===== src/rtl/load_queue_mp_pkg.sv =====
// load_queue_mp_pkg: shared widths, entry type and store-clearance rule for the multi-port load queue
package load_queue_mp_pkg;
    localparam int LDQ_MP_DEPTH  = 16;
    localparam int SDQ_MP_DEPTH  = 16;
    localparam int LDQ_MP_ADDR_W = 32;
    localparam int LDQ_IDX_W     = $clog2(LDQ_MP_DEPTH);
    localparam int SDQ_PTR_W     = $clog2(SDQ_MP_DEPTH) + 1;

    typedef logic [LDQ_IDX_W:0]   ldq_ptr_t;
    typedef logic [SDQ_PTR_W-1:0] sdq_ptr_t;

    typedef struct packed {
        logic [LDQ_IDX_W-1:0]     idx;
        logic [LDQ_MP_ADDR_W-1:0] addr;
        sdq_ptr_t                 sdq_mkr;
    } ldq_mp_entry_t;

    // a load is clear of older stores once the SDQ head has reached or passed its dispatch marker
    function automatic logic sdq_cleared(sdq_ptr_t mkr, sdq_ptr_t head);
        sdq_ptr_t diff;
        diff = mkr - head;
        return (diff == '0) || (diff > sdq_ptr_t'(SDQ_MP_DEPTH));
    endfunction
endpackage


===== src/rtl/load_queue_mp_age_picker.sv =====
// ldq_age_picker: combinational oldest-first pick over a request vector, age measured from head
module ldq_age_picker #(
    parameter int DEPTH = 16,
    parameter int IW    = $clog2(DEPTH)
) (
    input  logic [DEPTH-1:0] req_i,
    input  logic [IW-1:0]    head_i,
    output logic             found_o,
    output logic [IW-1:0]    idx_o
);
    // scan youngest to oldest so the request closest to head is the last one written
    always_comb begin
        found_o = 1'b0;
        idx_o   = head_i;
        for (int k = DEPTH - 1; k >= 0; k--) begin
            if (req_i[head_i + IW'(k)]) begin
                found_o = 1'b1;
                idx_o   = head_i + IW'(k);
            end
        end
    end
endmodule


===== src/rtl/load_queue_mp.sv =====
// load_queue_mp: circular load queue with multi-lane dispatch, multi-port address capture and ordered issue
module load_queue_mp
    import load_queue_mp_pkg::*;
#(
    parameter  int DISP_WIDTH   = 2,
    parameter  int EXEC_PORTS   = 2,
    parameter  int RETIRE_WIDTH = 2,
    localparam int RET_W        = $clog2(RETIRE_WIDTH + 1)
) (
    input  logic                                        clk_i,
    input  logic                                        rst_ni,
    input  logic [DISP_WIDTH-1:0]                       disp_vld_i,
    input  sdq_ptr_t [DISP_WIDTH-1:0]                   disp_sdq_mkr_i,
    output logic [DISP_WIDTH-1:0][LDQ_IDX_W-1:0]        disp_ldq_idx_o,
    output logic                                        disp_full_o,
    input  logic [EXEC_PORTS-1:0]                       exec_vld_i,
    input  logic [EXEC_PORTS-1:0][LDQ_IDX_W-1:0]        exec_ldq_idx_i,
    input  logic [EXEC_PORTS-1:0][LDQ_MP_ADDR_W-1:0]    exec_addr_i,
    input  sdq_ptr_t                                    sdq_head_ptr_i,
    output logic                                        issue_vld_o,
    input  logic                                        issue_rdy_i,
    output ldq_mp_entry_t                               issue_entry_o,
    input  logic [RET_W-1:0]                            ret_cnt_i,
    input  logic                                        flush_i,
    output ldq_ptr_t                                    ldq_count_o
);
    localparam int D  = LDQ_MP_DEPTH;
    localparam int FW = LDQ_IDX_W + 2;

    ldq_ptr_t                          head_q, head_d, tail_q, tail_d, count;
    logic [D-1:0]                      vld_q, vld_d, av_q, av_d, iss_q, iss_d, elig;
    logic [D-1:0][LDQ_MP_ADDR_W-1:0]   addr_q, addr_d;
    sdq_ptr_t [D-1:0]                  mkr_q, mkr_d;
    logic [FW-1:0]                     free;
    logic                              disp_ok, issue_ld, found, ret_bad;
    logic [LDQ_IDX_W-1:0]              sel;
    logic                              issue_vld_q;
    ldq_mp_entry_t                     issue_entry_q;

    assign count          = tail_q - head_q;
    assign ldq_count_o    = count;
    assign free           = FW'(D) - FW'(count) + FW'(ret_cnt_i);
    assign disp_full_o    = free < FW'(DISP_WIDTH);
    assign disp_ok        = !disp_full_o && !flush_i;
    assign issue_ld       = !issue_vld_q || issue_rdy_i;
    assign issue_vld_o    = issue_vld_q;
    assign issue_entry_o  = issue_entry_q;

    // per-entry readiness: address known, not yet sent, and no older store still pending
    always_comb begin
        for (int j = 0; j < D; j++)
            elig[j] = vld_q[j] && av_q[j] && !iss_q[j] && sdq_cleared(mkr_q[j], sdq_head_ptr_i);
    end

    ldq_age_picker #(.DEPTH(D)) u_picker (
        .req_i   (elig),
        .head_i  (head_q[LDQ_IDX_W-1:0]),
        .found_o (found),
        .idx_o   (sel)
    );

    // dispatch lanes allocate consecutive slots starting at the tail
    always_comb begin
        for (int i = 0; i < DISP_WIDTH; i++)
            disp_ldq_idx_o[i] = tail_q[LDQ_IDX_W-1:0] + LDQ_IDX_W'(i);
    end

    // next entry state: exec capture, issue mark, retire clear, then dispatch fill; flush wipes validity
    always_comb begin
        vld_d  = vld_q;
        av_d   = av_q;
        iss_d  = iss_q;
        addr_d = addr_q;
        mkr_d  = mkr_q;
        for (int p = EXEC_PORTS - 1; p >= 0; p--) begin
            if (exec_vld_i[p] && vld_q[exec_ldq_idx_i[p]]) begin
                av_d[exec_ldq_idx_i[p]]   = 1'b1;
                addr_d[exec_ldq_idx_i[p]] = exec_addr_i[p];
            end
        end
        if (issue_ld && found) iss_d[sel] = 1'b1;
        for (int k = 0; k < RETIRE_WIDTH; k++) begin
            if (RET_W'(k) < ret_cnt_i) begin
                vld_d[head_q[LDQ_IDX_W-1:0] + LDQ_IDX_W'(k)] = 1'b0;
                av_d[head_q[LDQ_IDX_W-1:0] + LDQ_IDX_W'(k)]  = 1'b0;
                iss_d[head_q[LDQ_IDX_W-1:0] + LDQ_IDX_W'(k)] = 1'b0;
            end
        end
        for (int i = 0; i < DISP_WIDTH; i++) begin
            if (disp_ok && disp_vld_i[i]) begin
                vld_d[disp_ldq_idx_o[i]] = 1'b1;
                av_d[disp_ldq_idx_o[i]]  = 1'b0;
                iss_d[disp_ldq_idx_o[i]] = 1'b0;
                mkr_d[disp_ldq_idx_o[i]] = disp_sdq_mkr_i[i];
            end
        end
        if (flush_i) vld_d = '0;
        head_d = head_q + ldq_ptr_t'(ret_cnt_i);
        tail_d = flush_i ? head_d : tail_q + (disp_ok ? ldq_ptr_t'($countones(disp_vld_i)) : '0);
    end

    // queue pointers and entry storage
    always_ff @(posedge clk_i or negedge rst_ni) begin
        if (!rst_ni) begin
            head_q <= '0;
            tail_q <= '0;
            vld_q  <= '0;
            av_q   <= '0;
            iss_q  <= '0;
            addr_q <= '0;
            mkr_q  <= '0;
        end else begin
            head_q <= head_d;
            tail_q <= tail_d;
            vld_q  <= vld_d;
            av_q   <= av_d;
            iss_q  <= iss_d;
            addr_q <= addr_d;
            mkr_q  <= mkr_d;
        end
    end

    // one-entry issue buffer: refills when empty or drained, holds steady under backpressure
    always_ff @(posedge clk_i or negedge rst_ni) begin
        if (!rst_ni) begin
            issue_vld_q   <= 1'b0;
            issue_entry_q <= '0;
        end else if (flush_i) begin
            issue_vld_q <= 1'b0;
        end else if (issue_ld) begin
            issue_vld_q <= found;
            if (found) issue_entry_q <= '{idx: sel, addr: addr_q[sel], sdq_mkr: mkr_q[sel]};
        end
    end

    // retiring more than is queued, or an entry that never issued, is a protocol error upstream
    always_comb begin
        ret_bad = ldq_ptr_t'(ret_cnt_i) > count;
        for (int k = 0; k < RETIRE_WIDTH; k++)
            if (RET_W'(k) < ret_cnt_i && !iss_q[head_q[LDQ_IDX_W-1:0] + LDQ_IDX_W'(k)]) ret_bad = 1'b1;
    end

    a_disp_contig: assert property (@(posedge clk_i) disable iff (!rst_ni)
        (disp_vld_i & (disp_vld_i + 1'b1)) == '0);
    a_retire_legal: assert property (@(posedge clk_i) disable iff (!rst_ni) !ret_bad);
endmodule


===== config.mk =====
export PLATFORM = sky130hd
export DESIGN_NAME = load_queue_mp
export DESIGN_NICKNAME = d
export VERILOG_FILES = /design/src/rtl/load_queue_mp_pkg.sv /design/src/rtl/load_queue_mp_age_picker.sv /design/src/rtl/load_queue_mp.sv
export SDC_FILE = /design/constraint.sdc
export NUM_CORES = 2
export LEC_CHECK = 0
export CORE_MARGIN = 5
export CORE_UTILIZATION = 40
export DETAILED_ROUTE_END_ITERATION = 8
export GPL_TIMING_DRIVEN = 1
export HOLD_SLACK_MARGIN = 0.05
export SKIP_CTS_REPAIR_TIMING = 1
export SLEW_MARGIN = 40
export SYNTH_ARGS = -nofsm -noshare
export SYNTH_HDL_FRONTEND = slang
export SYNTH_HIERARCHICAL = 1
export SYNTH_SLANG_ARGS = --single-unit

===== constraint.sdc =====
create_clock -name clk_i -period 18.2 [get_ports clk_i]
set_clock_uncertainty 0.1 [all_clocks]
set_input_delay 1.82 -clock clk_i [delete_from_list [all_inputs] [get_ports clk_i]]
set_output_delay 1.82 -clock clk_i [all_outputs]
set_load 0.02 [all_outputs]

==> PnR_summary.wiki <==
{| class="wikitable"
! Metric !! Value
|-
| Pin count of the biggest net entering global routing || 108
|-
| Total half-perimeter wirelength after legalization and detailed placement || 90,400 µm
|-
| Static leakage || 19.7 nW
|-
| Synthesized instance count || 4,105
|-
| First-pass GRT wire length || 214,000 µm
|-
| Filler Cells Inserted || 9,594
|-
| Fin crit period || 9.68 ns
|-
| Detailed Routing Iterations Pass 1 || 6
|-
| Arr. time, crit path || 10.12 ns
|-
| Global-route total usage across every layer || 25.1%
|-
| DRC errors left || 0
|-
| Routed vias || 33.0k
|-
| Final core occ || 45.9%
|-
| Start-to-end type of the worst setup path || in2reg
|-
| Peak per-stage delay on the critical path || 0.68 ns
|-
| Most used cell, CP || mux4_2
|-
| Largest delay contributor family on the critical path || multiplexers
|-
| Ys async rst share || 100%
|-
| Yosys reg bits || 692
|-
| Leftover overflow at the end of global routing || 0
|-
| Most common cell after layout, fill and taps aside || dfrtp_1
|-
| Die outline width || 333 µm
|-
| Ranking of synthesized cells by area || dfrtp_1 (41%), mux2i_1 (13%), mux4_2 (11%), o21ai_0 (5.7%), nand2_1 (4.4%)
|-
| Initial antenna violation count || 12
|-
| Total length of routed wires || 143,000 µm
|-
| Worst Path Max Fanout || 58
|-
| Synthesized area per cell || 10.2 µm²
|-
| Area growth from synthesis to layout || 13.7%
|-
| Fraction of layout cells with a size suffix above 1 || 13.1%
|-
| MaxCap Viol Count || 0
|-
| Final hold violations || 0
|-
| Worst skew pair latency || 0.67 ns
|-
| Std-Cell Core Area || 104,000 µm²
|-
| PwrDens || 164 nW/µm²
|-
| Violation count after the first detailed-route iteration || 3,696
|-
| Initial Util || 40.3%
|-
| Post-Route Setup TNS || 0 ns
|-
| Synthesized area || 41,800 µm²
|-
| Number of standard-cell rows in the floorplan || 118
|-
| Via density per instance || 6.04
|-
| Area of the die || 111,000 µm²
|-
| Bufs on Longest Clock Path || 3
|-
| Clock tree sinks || 692
|-
| Antenna violation net count after detailed routing || 0
|-
| Achievable Freq || 103 MHz
|-
| Clock transition at the register clock pins on the worst setup and hold paths after CTS || 0.06 ns
|-
| Yosys top cell by area || dfrtp_1
|-
| Routability cong. || 0.924
|-
| Unrepaired setup endpoints after global routing || no
|-
| Count of cell types in the netlist || 73
|-
| Buffering stage count on the worst path with inverters included || 4
|-
| Type of element capturing the critical path || register
|-
| Commonest cells after routing, fill and taps aside || dfrtp_1 (692), mux2i_1 (540), nand2_1 (491)
|-
| Critical path launch point type || input port
|-
| Top-Level Pins || 153
|-
| Endpoints failing setup || 0
|-
| Cell Area, Placed || 44,700 µm²
|-
| Worst min-delay path class || reg2reg
|-
| Fin. max-slew vios || 0
|-
| Status || completed
|-
| Final worst path period share || 53.2%
|-
| Clock root buffer || clkbuf_16
|-
| Port buffer count || 152
|-
| Number of enable-type register cells in the synthesized netlist || 0
|-
| Cts bufs inserted || 83
|-
| Remaining max-slew budget at the tightest pin || 41.3%
|-
| Sequence of cells on the critical path || clkdlybuf4s50_1, inv_1, ha_1, nor2b_1, o21a_1, or3_1, a32oi_1, o21ai_0, xnor2_1, nor3_1, mux4_2, mux2i_1, mux2i_2, a2111oi_4, and2b_1, o211a_1, a2111oi_0, or3b_4, buf_6, buf_6, mux4_2, mux4_2, mux2_2
|-
| Post-route cell area || 47,500 µm²
|-
| Top flip-flop cell by instance count after synthesis || dfrtp_1
|-
| TritonCTS clock tree || done
|-
| Number of global-route vias before repair || 31.8k
|-
| Final layout net count || 4,206
|-
| Overall die height || 333 µm
|-
| Least-Margin Pin Slew || 0.881 ns
|-
| Post-synth top area share || 41.4%
|-
| Sequential element share of the synthesized area || 41.4%
|-
| H-tree levels || 3
|-
| Standard cell with the maximum stage delay on the critical path || nor3_1
|-
| Worst ir drop on vdd || 0.267 mV
|-
| Avg WL per Cell || 26.2 µm
|-
| Data required time at the worst endpoint || 18.64 ns
|-
| Post-synth net total || 4,294
|-
| Warnings from Yosys || 6
|}
logic make-up after synthesis:
group | after synthesis | share of synthesized area, %
simple gates | 1113 | 12.0
compound gates | 866 | 11.5
mux | 816 | 26.2
flops | 692 | 41.4
buf+inv | 453 | 4.48
fa+ha+maj | 92 | 2.83
xor+xnor | 73 | 1.57
worst paths after layout:
kind / endpoint / depth (start not counted) / slack [ns] / startpoint
worst max register to register: issue_entry_o[23] / 21 / 10.27 / mkr_q[56]
max in group asynchronous: mkr_q[63] / 4 / 14.76 / rst_ni
min in group asynchronous: addr_q[200] / 1 / 1.01 / rst_ni
worst min-delay path: issue_entry_o[12] / 1 / 0.41 / issue_entry_o[12]
worst max-delay path: issue_entry_o[23] / 23 / 8.52 / sdq_head_ptr_i[1]
worst min register to register: issue_entry_o[12] / 1 / 0.41 / issue_entry_o[12]
metal layers:
| layer | global-route usage [%] | wire [µm] | vias to the layer above |
|---|---|---|---|
| met1 | 35.4 | 60200 | 16469 |
| met4 | 8.64 | 5220 | 10 |
| met3 | 5.44 | 12600 | 326 |
| met2 | 38.7 | 65300 | 1506 |
| li1 | - | - | 14702 |
| met5 | 0 | 78 | - |
through the flow:
stage	hold slack, ns	total power [W]	std cells	setup slack, ns
2_1_floorplan	0.378	0.00504	4105	10.31
3_3_place_gp	0.391	0.00602	5271	7.16
3_5_place_dp	0.395	0.00611	5311	7.27
4_1_cts	0.409	0.00780	5459	7.96
5_1_grt	0.417	0.00824	5460	8.22
6_report	0.407	0.00781	5463	8.52
worst reg2reg max path: cells and delay by family, from the launching register on:
kind | cells | cell delay, ns
compound gates | 6 | 1.31
xor+xnor | 1 | 0.17
flops | 1 | 0.44
mux | 6 | 2.25
simple gates | 5 | 1.86
buf+inv | 2 | 1.33
fa+ha+maj | 1 | 0.36
state kept, by name (all words and copies together) (netlist names), 5 cells and up:
register,count
vld_q,16
mkr_q,80
head_q,5
addr_q,512
tail_q,5
av_q,16
iss_q,16
issue_entry_o,41
area by class of cell:
class	instances	area, µm²	area share (%)
Multi-Input combinational cell	2960	22900	48.1
Sequential cell	692	17300	36.4
Timing Repair Buffer	227	2670	5.62
Clock buffer	116	2380	5.01
Tap cell	1380	1730	3.63
Clock inverter	32	352	0.740
Inverter	53	200	0.421
Antenna cell	3	7.51	0.0158
power by group:
group          total (W)  switching, W  internal, W
combinational    0.00377       0.00212      0.00165
sequential       0.00237      0.000348      0.00202
clock            0.00168      0.000714     0.000964
cell usage after synthesis, types with 4 or more instances:
cell type,number
dfrtp_1,692
mux2i_1,541
nand2_1,492
o21ai_0,477
clkbuf_1,285
mux4_2,205
a21oi_1,195
nor2_1,191
nor3_1,148
ha_1,88
nand3_1,85
a31oi_1,75
mux2_2,61
xnor2_1,57
buf_1,55
inv_1,48
and3_1,45
nor2b_1,45
buf_2,38
nand2b_1,23
nand4_1,23
and2_1,19
o21a_1,18
o211ai_1,17
xor2_1,14
buf_6,13
a21o_1,12
a32o_1,10
mux4_1,9
nand3b_1,9
nor3b_1,7
or4_1,7
a21boi_0,6
buf_4,6
a32oi_1,5
o21ai_1,5
o31ai_1,5
or3_1,5
a211o_1,4
a211oi_1,4
fa_1,4
o22ai_1,4
Note: power is estimated with default switching activity, not from simulation.
